--- src/rtl/fpga_ram_pkg.sv ---
// Shared types and constants for the two-port FPGA block RAM arbiter.
// State encoding, RAM data width and byte-lane count.
package fpga_ram_pkg;

  typedef enum logic [1:0] {
    ST_IDLE = 2'd0,
    ST_OWN0 = 2'd1,
    ST_OWN1 = 2'd2
  } arb_state_e;

  localparam int DW    = 32;
  localparam int NLANE = 4;

endpackage

--- src/rtl/fpga_ram_arb_pick.sv ---
// Pure combinational 2-way picker: returns the winning requester index.
// With rr set, contention goes to the requester that did not win last.
module fpga_ram_arb_pick (
  input  logic req0,
  input  logic req1,
  input  logic last,
  input  logic rr,
  output logic win
);

  always_comb begin
    win = 1'b0;
    unique case (1'b1)
      req0 && req1: win = rr & ~last;
      req1 && !req0: win = 1'b1;
      default: win = 1'b0;
    endcase
  end

endmodule

--- src/rtl/fpga_ram_arbiter.sv ---
// Two-requester arbiter for one single-port byte-writable block RAM.
// Define FPGA_RAM_ARB_RR_EN for round-robin contention; default is fixed.
module fpga_ram_arbiter
  import fpga_ram_pkg::*;
#(
  parameter int AW       = 16,
  parameter int MAX_HOLD = 16,
  parameter int CW       = 8
) (
  input  logic             HCLK,
  input  logic             HRESETn,
  input  logic             m0_req,
  input  logic             m0_lock,
  input  logic [NLANE-1:0] m0_we,
  input  logic [AW-3:0]    m0_addr,
  input  logic [DW-1:0]    m0_wdata,
  output logic             m0_gnt,
  output logic             m0_rvalid,
  output logic [DW-1:0]    m0_rdata,
  input  logic             m1_req,
  input  logic             m1_lock,
  input  logic [NLANE-1:0] m1_we,
  input  logic [AW-3:0]    m1_addr,
  input  logic [DW-1:0]    m1_wdata,
  output logic             m1_gnt,
  output logic             m1_rvalid,
  output logic [DW-1:0]    m1_rdata,
  output logic             ram_cs,
  output logic [NLANE-1:0] ram_wren,
  output logic [AW-3:0]    ram_addr,
  output logic [DW-1:0]    ram_wdata,
  input  logic [DW-1:0]    ram_rdata
);

  localparam logic [CW-1:0] HOLD_MAX = CW'(MAX_HOLD);

  arb_state_e    state_q, state_d;
  logic [CW-1:0] cnt_q, cnt_d;
  logic          rv0_q, rv0_d;
  logic          rv1_q, rv1_d;
  logic          last_w;
  logic          rr_w;
  logic          win;
  logic          own0, own1;
  logic          at_max;
  logic          frc0, frc1;

`ifdef FPGA_RAM_ARB_RR_EN
  logic last_q, last_d;

  assign rr_w   = 1'b1;
  assign last_w = last_q;

  always_comb begin
    last_d = last_q;
    if (m0_gnt) last_d = 1'b0;
    if (m1_gnt) last_d = 1'b1;
  end

  always_ff @(posedge HCLK or negedge HRESETn) begin
    if (!HRESETn) last_q <= 1'b1;
    else          last_q <= last_d;
  end
`else
  assign rr_w   = 1'b0;
  assign last_w = 1'b1;
`endif

  fpga_ram_arb_pick u_pick (
    .req0 (m0_req),
    .req1 (m1_req),
    .last (last_w),
    .rr   (rr_w),
    .win  (win)
  );

  // Dropping lock makes the owner state behave as IDLE this same cycle.
  assign own0   = (state_q == ST_OWN0) && m0_lock;
  assign own1   = (state_q == ST_OWN1) && m1_lock;
  assign at_max = cnt_q >= HOLD_MAX;
  assign frc0   = own1 && at_max && m0_req;
  assign frc1   = own0 && at_max && m1_req;

  always_ff @(posedge HCLK or negedge HRESETn) begin
    if (!HRESETn) begin
      state_q <= ST_IDLE;
      cnt_q   <= '0;
      rv0_q   <= 1'b0;
      rv1_q   <= 1'b0;
    end else begin
      state_q <= state_d;
      cnt_q   <= cnt_d;
      rv0_q   <= rv0_d;
      rv1_q   <= rv1_d;
    end
  end

  always_comb begin
    state_d = state_q;
    cnt_d   = cnt_q;
    rv0_d   = m0_gnt && (m0_we == '0);
    rv1_d   = m1_gnt && (m1_we == '0);
    if (m0_gnt) begin
      if (own0) begin
        cnt_d = at_max ? cnt_q : cnt_q + 1'b1;
      end else if (m0_lock) begin
        state_d = ST_OWN0;
        cnt_d   = CW'(1);
      end else begin
        state_d = ST_IDLE;
        cnt_d   = '0;
      end
    end else if (m1_gnt) begin
      if (own1) begin
        cnt_d = at_max ? cnt_q : cnt_q + 1'b1;
      end else if (m1_lock) begin
        state_d = ST_OWN1;
        cnt_d   = CW'(1);
      end else begin
        state_d = ST_IDLE;
        cnt_d   = '0;
      end
    end else if (!(own0 || own1)) begin
      state_d = ST_IDLE;
      cnt_d   = '0;
    end
  end

  always_comb begin
    m0_gnt    = 1'b0;
    m1_gnt    = 1'b0;
    ram_wren  = '0;
    ram_addr  = '0;
    ram_wdata = '0;
    unique case (1'b1)
      frc0: m0_gnt = 1'b1;
      frc1: m1_gnt = 1'b1;
      own0 && !frc1: m0_gnt = m0_req;
      own1 && !frc0: m1_gnt = m1_req;
      default: begin
        m0_gnt = m0_req & ~win;
        m1_gnt = m1_req & win;
      end
    endcase
    if (m0_gnt) begin
      ram_wren  = m0_we;
      ram_addr  = m0_addr;
      ram_wdata = m0_wdata;
    end else if (m1_gnt) begin
      ram_wren  = m1_we;
      ram_addr  = m1_addr;
      ram_wdata = m1_wdata;
    end
    ram_cs = m0_gnt | m1_gnt;
  end

  assign m0_rvalid = rv0_q;
  assign m1_rvalid = rv1_q;
  assign m0_rdata  = ram_rdata;
  assign m1_rdata  = ram_rdata;

endmodule

--- config.mk ---
export PLATFORM = sky130hd
export DESIGN_NAME = fpga_ram_arbiter
export DESIGN_NICKNAME = d
export VERILOG_FILES = /design/src/rtl/fpga_ram_pkg.sv /design/src/rtl/fpga_ram_arb_pick.sv /design/src/rtl/fpga_ram_arbiter.sv
export SDC_FILE = /design/constraint.sdc
export NUM_CORES = 1
export LEC_CHECK = 0
export CAP_MARGIN = 0
export CORE_AREA = 5 5 97 99
export CTS_CLUSTER_DIAMETER = 40
export CTS_CLUSTER_SIZE = 20
export DETAILED_ROUTE_END_ITERATION = 10
export DIE_AREA = 0 0 102 104
export GPL_TIMING_DRIVEN = 0
export PLACE_DENSITY = 0.75
export SLEW_MARGIN = 20
export SYNTH_ARGS = -nofsm -noshare
export SYNTH_HDL_FRONTEND = slang
export SYNTH_SLANG_ARGS = --single-unit
--- constraint.sdc ---
create_clock -name HCLK -period 3.4 [get_ports HCLK]
set_clock_uncertainty 0.1 [all_clocks]
set_input_delay 1.02 -clock HCLK [delete_from_list [all_inputs] [get_ports HCLK]]
set_output_delay 1.02 -clock HCLK [all_outputs]
set_load 0.1 [all_outputs]
# Word level (Yosys, flattened, before mapping)
# Cells that the tools add are included.
# word_totals
wordCells	59
inputBits	138
out_inout_bits	119
ff_bits	12
# op_classes
muxes	24
reduce_logical	20
bitwise_logic	4
eq_ne	5
order_cmp	1
add_sub_neg	1
# ops
cell	count
32-bit two-way mux	2
8-bit two-way mux	6
14-bit two-way mux	2
2-bit two-way mux	6
1-bit logical AND	11
8-bit by 1-bit adder with 8-bit output, second input constant	1
8-bit by 5-bit greater-or-equal comparator with 1-bit output, second input constant	1
4-bit zero test	2
4-bit two-way mux	2
3-bit != test, second input constant	2
1-bit one-hot mux with 3 select lines	2
1-bit two-way mux	4
2-bit OR reduction	2
1-bit zero test	3
3-bit AND reduction	1
1-bit bitwise AND	2
2-bit by 1-bit == test with 1-bit output, second input constant	1
2-bit == test, second input constant	1
2-bit != test, second input constant	1
1-bit logical OR	1
1-bit NOT	1
1-bit OR	1

# Longest topological paths before layout
# logic_depth
ltp_word	10
depth_mapped	7
depth_no_buf	4

# Hierarchy
# Synthesis repeated with hierarchy kept, for this count alone.
# hier_totals
cells_unflattened	206
area_unflattened_um2	1791.7
# modules_own_cells
mod	seq_area_each_um2	area_each_um2	cells_per_inst	n_inst
fpga_ram_arbiter	300.3	1778.0	204	1
fpga_ram_arb_pick	0.0	13.8	2	1

# Least setup slack after synthesis
# OpenSTA, ideal clock, no wires.
# synth_timing
path_kind	input -> output
from	input port m1_lock
to	output port ram_addr[10]
t_arrival_ns	2.759
stages	6
path_buffers	2
setup_slack_ns	-0.479
required_time_ns	2.280
cell_sequence	nand3b_1 -> nor2_1 -> o31a_1 -> buf_4 -> buf_6 -> a22o_1
# synth_via
elab_chain_cells	8
word_cells_on_any_way	11
classes_between	4 x mux; 7 x reduce/logical
# synth_lines
item	line_no	text
start: declaration	fpga_ram_arbiter.sv:21	input logic m1_lock,
1-bit logical AND *	fpga_ram_arbiter.sv:79	assign own1 = (state_q == ST_OWN1) && m1_lock;
1-bit logical AND (2 in a row)	fpga_ram_arbiter.sv:81	assign frc0 = own1 && at_max && m0_req;
1-bit zero test	fpga_ram_arbiter.sv:139	own1 && !frc0: m1_gnt = m1_req;
1-bit logical AND	fpga_ram_arbiter.sv:139	
1-bit one-hot mux with 3 select lines *	fpga_ram_arbiter.sv:135	unique case (1'b1)
named net m1_gnt	fpga_ram_arbiter.sv:25	output logic m1_gnt,
14-bit two-way mux *	fpga_ram_arbiter.sv:149	end else if (m1_gnt) begin
14-bit two-way mux *	fpga_ram_arbiter.sv:145	if (m0_gnt) begin
end: declaration	fpga_ram_arbiter.sv:30	output logic [AW-3:0] ram_addr,
# Mark *: on every way through the listed nets, which the timed path passes. The rest lies on a longest branch.

# Worst setup path after layout
# layout_timing
from	input port m1_lock
to	output port ram_wdata[3]
# layout_via
elab_chain_cells	8
word_cells_on_any_way	11
classes_between	4 x mux; 7 x reduce/logical
# layout_lines
item	line_no	text
1-bit logical AND *	fpga_ram_arbiter.sv:79	
1-bit logical AND (2 in a row)	fpga_ram_arbiter.sv:81	
1-bit zero test	fpga_ram_arbiter.sv:139	
1-bit logical AND	fpga_ram_arbiter.sv:139	
1-bit one-hot mux with 3 select lines or 2-bit OR reduction (tied branches)	n/a	
32-bit two-way mux or 1-bit one-hot mux with 3 select lines (tied branches)	fpga_ram_arbiter.sv:149, fpga_ram_arbiter.sv:135	
32-bit two-way mux *	fpga_ram_arbiter.sv:145	
end: declaration	fpga_ram_arbiter.sv:31	output logic [DW-1:0] ram_wdata,
# Mark *: on every way between the ends. The rest lies on a longest branch, timed or not.

==> results.yml <==
route:
  wl_um: 10420
  dr_total_vias: 2511
  met3WireLength_um: 957
  drc: 0
  final_antenna_net_count: 0
  wirelength_met1_um: 3269
  dr.first_iter.drc_count: 39
  highest_layer: "met4"
  via_per_inst: 4.500
  dr.pass1.iters: 4
  route.met2.wl_um: 5859
  wl_per_cell_um: 18.67
global_route:
  grt_usage_pct: 18.67
  overflow: 0
  grt_max_degree: 13
  antenna_found_initial: 0
  grt_pass1_wl_um: 15730
  grt_pass1_vias: 2930
layout:
  drive_above_1_share_pct: 48.67
  mostFrequentLayoutCells: "clkdlybuf4s50_1 (167), buf_4 (82), buf_12 (51)"
  utilization_pct: 64.04
  diodes: 0
  layout.nets: 591
  syn2layout_area_growth_pct: 209.3
  layout.cells.non_filler: 558
  layout_commonest_cell: "clkdlybuf4s50_1"
  n_fill_cell: 662
timing:
  setup_ws_ns: -0.1679
  maxSlewViolCount: 0
  hold_viol: 0
  setup_violations: 52
  timing.fmax_mhz: 280.3
  slew-limit-headroom_pct: 32.52
  rsz0062_at_grt: "true"
  period_needed_ns: 3.568
  fin_crit_sh_pct: 104.9
  tightestPinTransition_ns: 1.009
worst_setup_path:
  cp.arrival_ns: 2.45
  worstSetupEndpointType: "output pin"
  cp_max_fo: 10
  crit_type: "in2out"
  cp-start-kind: "input port"
  critical_path_required_ns: 2.28
floorplan:
  fp.dieH_um: 104
  num_rows: 34
  core_region_area_sq_mm: 0.008466
  die_x_um: 102
  die-area_sq_mm: 0.01061
  ios: 257
  start_util_pct: 20.71
synthesis:
  synth_cells: 200
  synthMuxAreaShare_pct: 0.5710
  synth_top_family_by_area: "buffers and inverters"
  syn_nets: 340
  synth-seq-area-share_pct: 17.13
  yosysWarnings: 0
  synth_xor_area_share_pct: 0.9993
  synth_area_sq_mm: 0.001753
  ys_ff_latch: 12
  synth_cell_types: 38
  synth_simple_gate_area_share_pct: 9.850
  synthAdderAreaFrac_pct: 1.428
  synth_compound_area_share_pct: 33.55
  avgSynthCellArea_sq_um: 8.765
cts:
  cts_tree: "yes"
  cts.sinks: 12
  clk_latency_ns: 0.24
  hold_buffers: 0
  cts_made_buffers: 3
  cts_root_buffer: "clkbuf_8"
  clk_path_buf_depth: 2
  path_clk_slew_ns: 0.06
  cts-htree-levels: 1
placed_design:
  place_inst: 532
  place_congestion: 0.8357
  hpwl_um: 8008
  port_buffers: 224
status:
  violations: "negative setup slack"
  outcome: "finished, violations left"
worst_hold_path:
  hp-class: "reg2reg"
power_and_ir_drop:
  power_density_mw_per_mm2: 339.4
  leakage_nw: 2.404
  ir_worst_vdd_mv: 0.1981
job:
  maxCapViolCount: 0
power breakdown:
part / switching (mW) / leakage, nW / internal [mW] / total [mW]
Sequential: 0.00529 / 0.162 / 0.148 / 0.153
Combinational: 0.939 / 2.21 / 0.589 / 1.53
Clock: 0.0563 / 0.0288 / 0.103 / 0.159
Total: 1.00 / 2.40 / 0.839 / 1.84
worst paths after layout:
check	from	endpoint	slack, ns	cells after the start
min reg2reg	cnt_q[3]$_DFFE_PN0P_	cnt_q[3]$_DFFE_PN0P_	0.46	2
min	cnt_q[3]$_DFFE_PN0P_	cnt_q[3]$_DFFE_PN0P_	0.46	2
min in group asynchronous	HRESETn	cnt_q[2]$_DFFE_PN0P_	1.04	1
max reg2reg	cnt_q[7]$_DFFE_PN0P_	m1_rvalid$_DFF_PN0_	1.13	9
max	m1_lock	ram_wdata[3]	-0.17	9
max in group asynchronous	HRESETn	cnt_q[6]$_DFFE_PN0P_	1.74	1
per-stage QoR:
stage / setup TNS (ns) / hold WS, ns / setup slack, ns / power [mW] / instance area (sq um)
6_report: -7.252 / 0.4567 / -0.1679 / 1.840 / 5421
5_1_grt: -10.20 / 0.5105 / -0.2246 / 1.888 / 5421
4_1_cts: -6.451 / 0.4595 / -0.1526 / 1.832 / 5334
3_5_place_dp: -81.35 / 0.4400 / -1.603 / 1.487 / 4564
3_3_place_gp: -79.54 / 0.4260 / -1.563 / 1.480 / 4564
2_1_floorplan: 0 / 0.4109 / 0.01054 / 1.142 / 2187
cells in the mapped netlist:
cell type | count | share of area (%)
buf_4 | 65 | 28
a22o_1 | 50 | 25
dfrtp_1 | 12 | 17
buf_6 | 11 | 7.1
nor2_1 | 10 | 2.1
inv_1 | 6 | 1.3
o21ai_0 | 4 | 1.1
a21oi_1 | 3 | 0.86
nor3_1 | 3 | 0.86
and2_1 | 2 | 0.71
and3b_1 | 2 | 1.0
ha_1 | 2 | 1.4
nand2_1 | 2 | 0.43
nand3b_1 | 2 | 0.86
nor4_1 | 2 | 0.71
o22ai_1 | 2 | 0.71
a211oi_1 | 1 | 0.43
a221o_1 | 1 | 0.57
a221oi_1 | 1 | 0.50
buf_2 | 1 | 0.29
mux2i_1 | 1 | 0.57
nand2b_1 | 1 | 0.36
nand3_1 | 1 | 0.29
nand4bb_1 | 1 | 0.64
nor4_2 | 1 | 0.71
o2111ai_1 | 1 | 0.50
o211ai_1 | 1 | 0.43
o211ai_2 | 1 | 0.71
o21ba_1 | 1 | 0.57
o221a_1 | 1 | 0.64
o221ai_1 | 1 | 0.50
o31a_1 | 1 | 0.50
o41ai_1 | 1 | 0.50
or2_1 | 1 | 0.36
or3_1 | 1 | 0.36
or4_1 | 1 | 0.43
xnor2_1 | 1 | 0.50
xor2_1 | 1 | 0.50
what timing repair did:
| action | CTS | global route |
|---|---|---|
| pin swaps | 6 | 0 |
| cloned | 4 | 0 |
| endpoints found under the setup margin | 53 | 53 |
| buffers inserted | 14 | 4 |
| gates resized for setup | 506 | 12 |
| hold endpoints to repair | 0 | 0 |
final cells by class:
class                   instances  area [sq um]  share of cell area [%]
clock buffers                   4         55.05                   1.015
well taps                     108         135.1                   2.493
flip-flops and latches         12         301.5                   5.562
multi-input cells             105          1285                   23.70
repair buffers                246          2944                   54.30
inverters                       6         22.52                  0.4154
plain buffers                  77         678.2                   12.51
metal layers:
| layer | up-vias | track usage (%) |
|---|---|---|
| li1 | 1183 | - |
| met1 | 1164 | 18.46 |
| met2 | 140 | 36.17 |
| met3 | 24 | 5.231 |
| met4 | 0 | 5.998 |
| met5 | - | 0 |
cells by family (layout without fill, tap and decap cells):
| logic type | count (synthesis) | in the layout |
|---|---|---|
| flip-flops | 12 | 12 |
| AND/OR/NAND/NOR | 30 | 30 |
| AO/OA/AOI/OAI | 70 | 70 |
| XOR/XNOR | 2 | 2 |
| buffers and inverters | 83 | 333 |
| adder cells (fa/ha/maj) | 2 | 2 |
| multiplexers | 1 | 1 |
worst max-delay path, cell delays in order:
cell	delay (ns)
buf_8	0.10
nand3b_1	0.11
buf_6	0.13
nor2_4	0.04
o31a_1	0.31
buf_6	0.18
buf_8	0.16
a22o_4	0.23
buf_12	0.16
flip-flops by register name, indices dropped and copies added, names as in the netlist:
signal	cells
cnt_q	8
m0_rvalid	1
m1_rvalid	1
state_q	2
(Power assumes the default switching activity.)
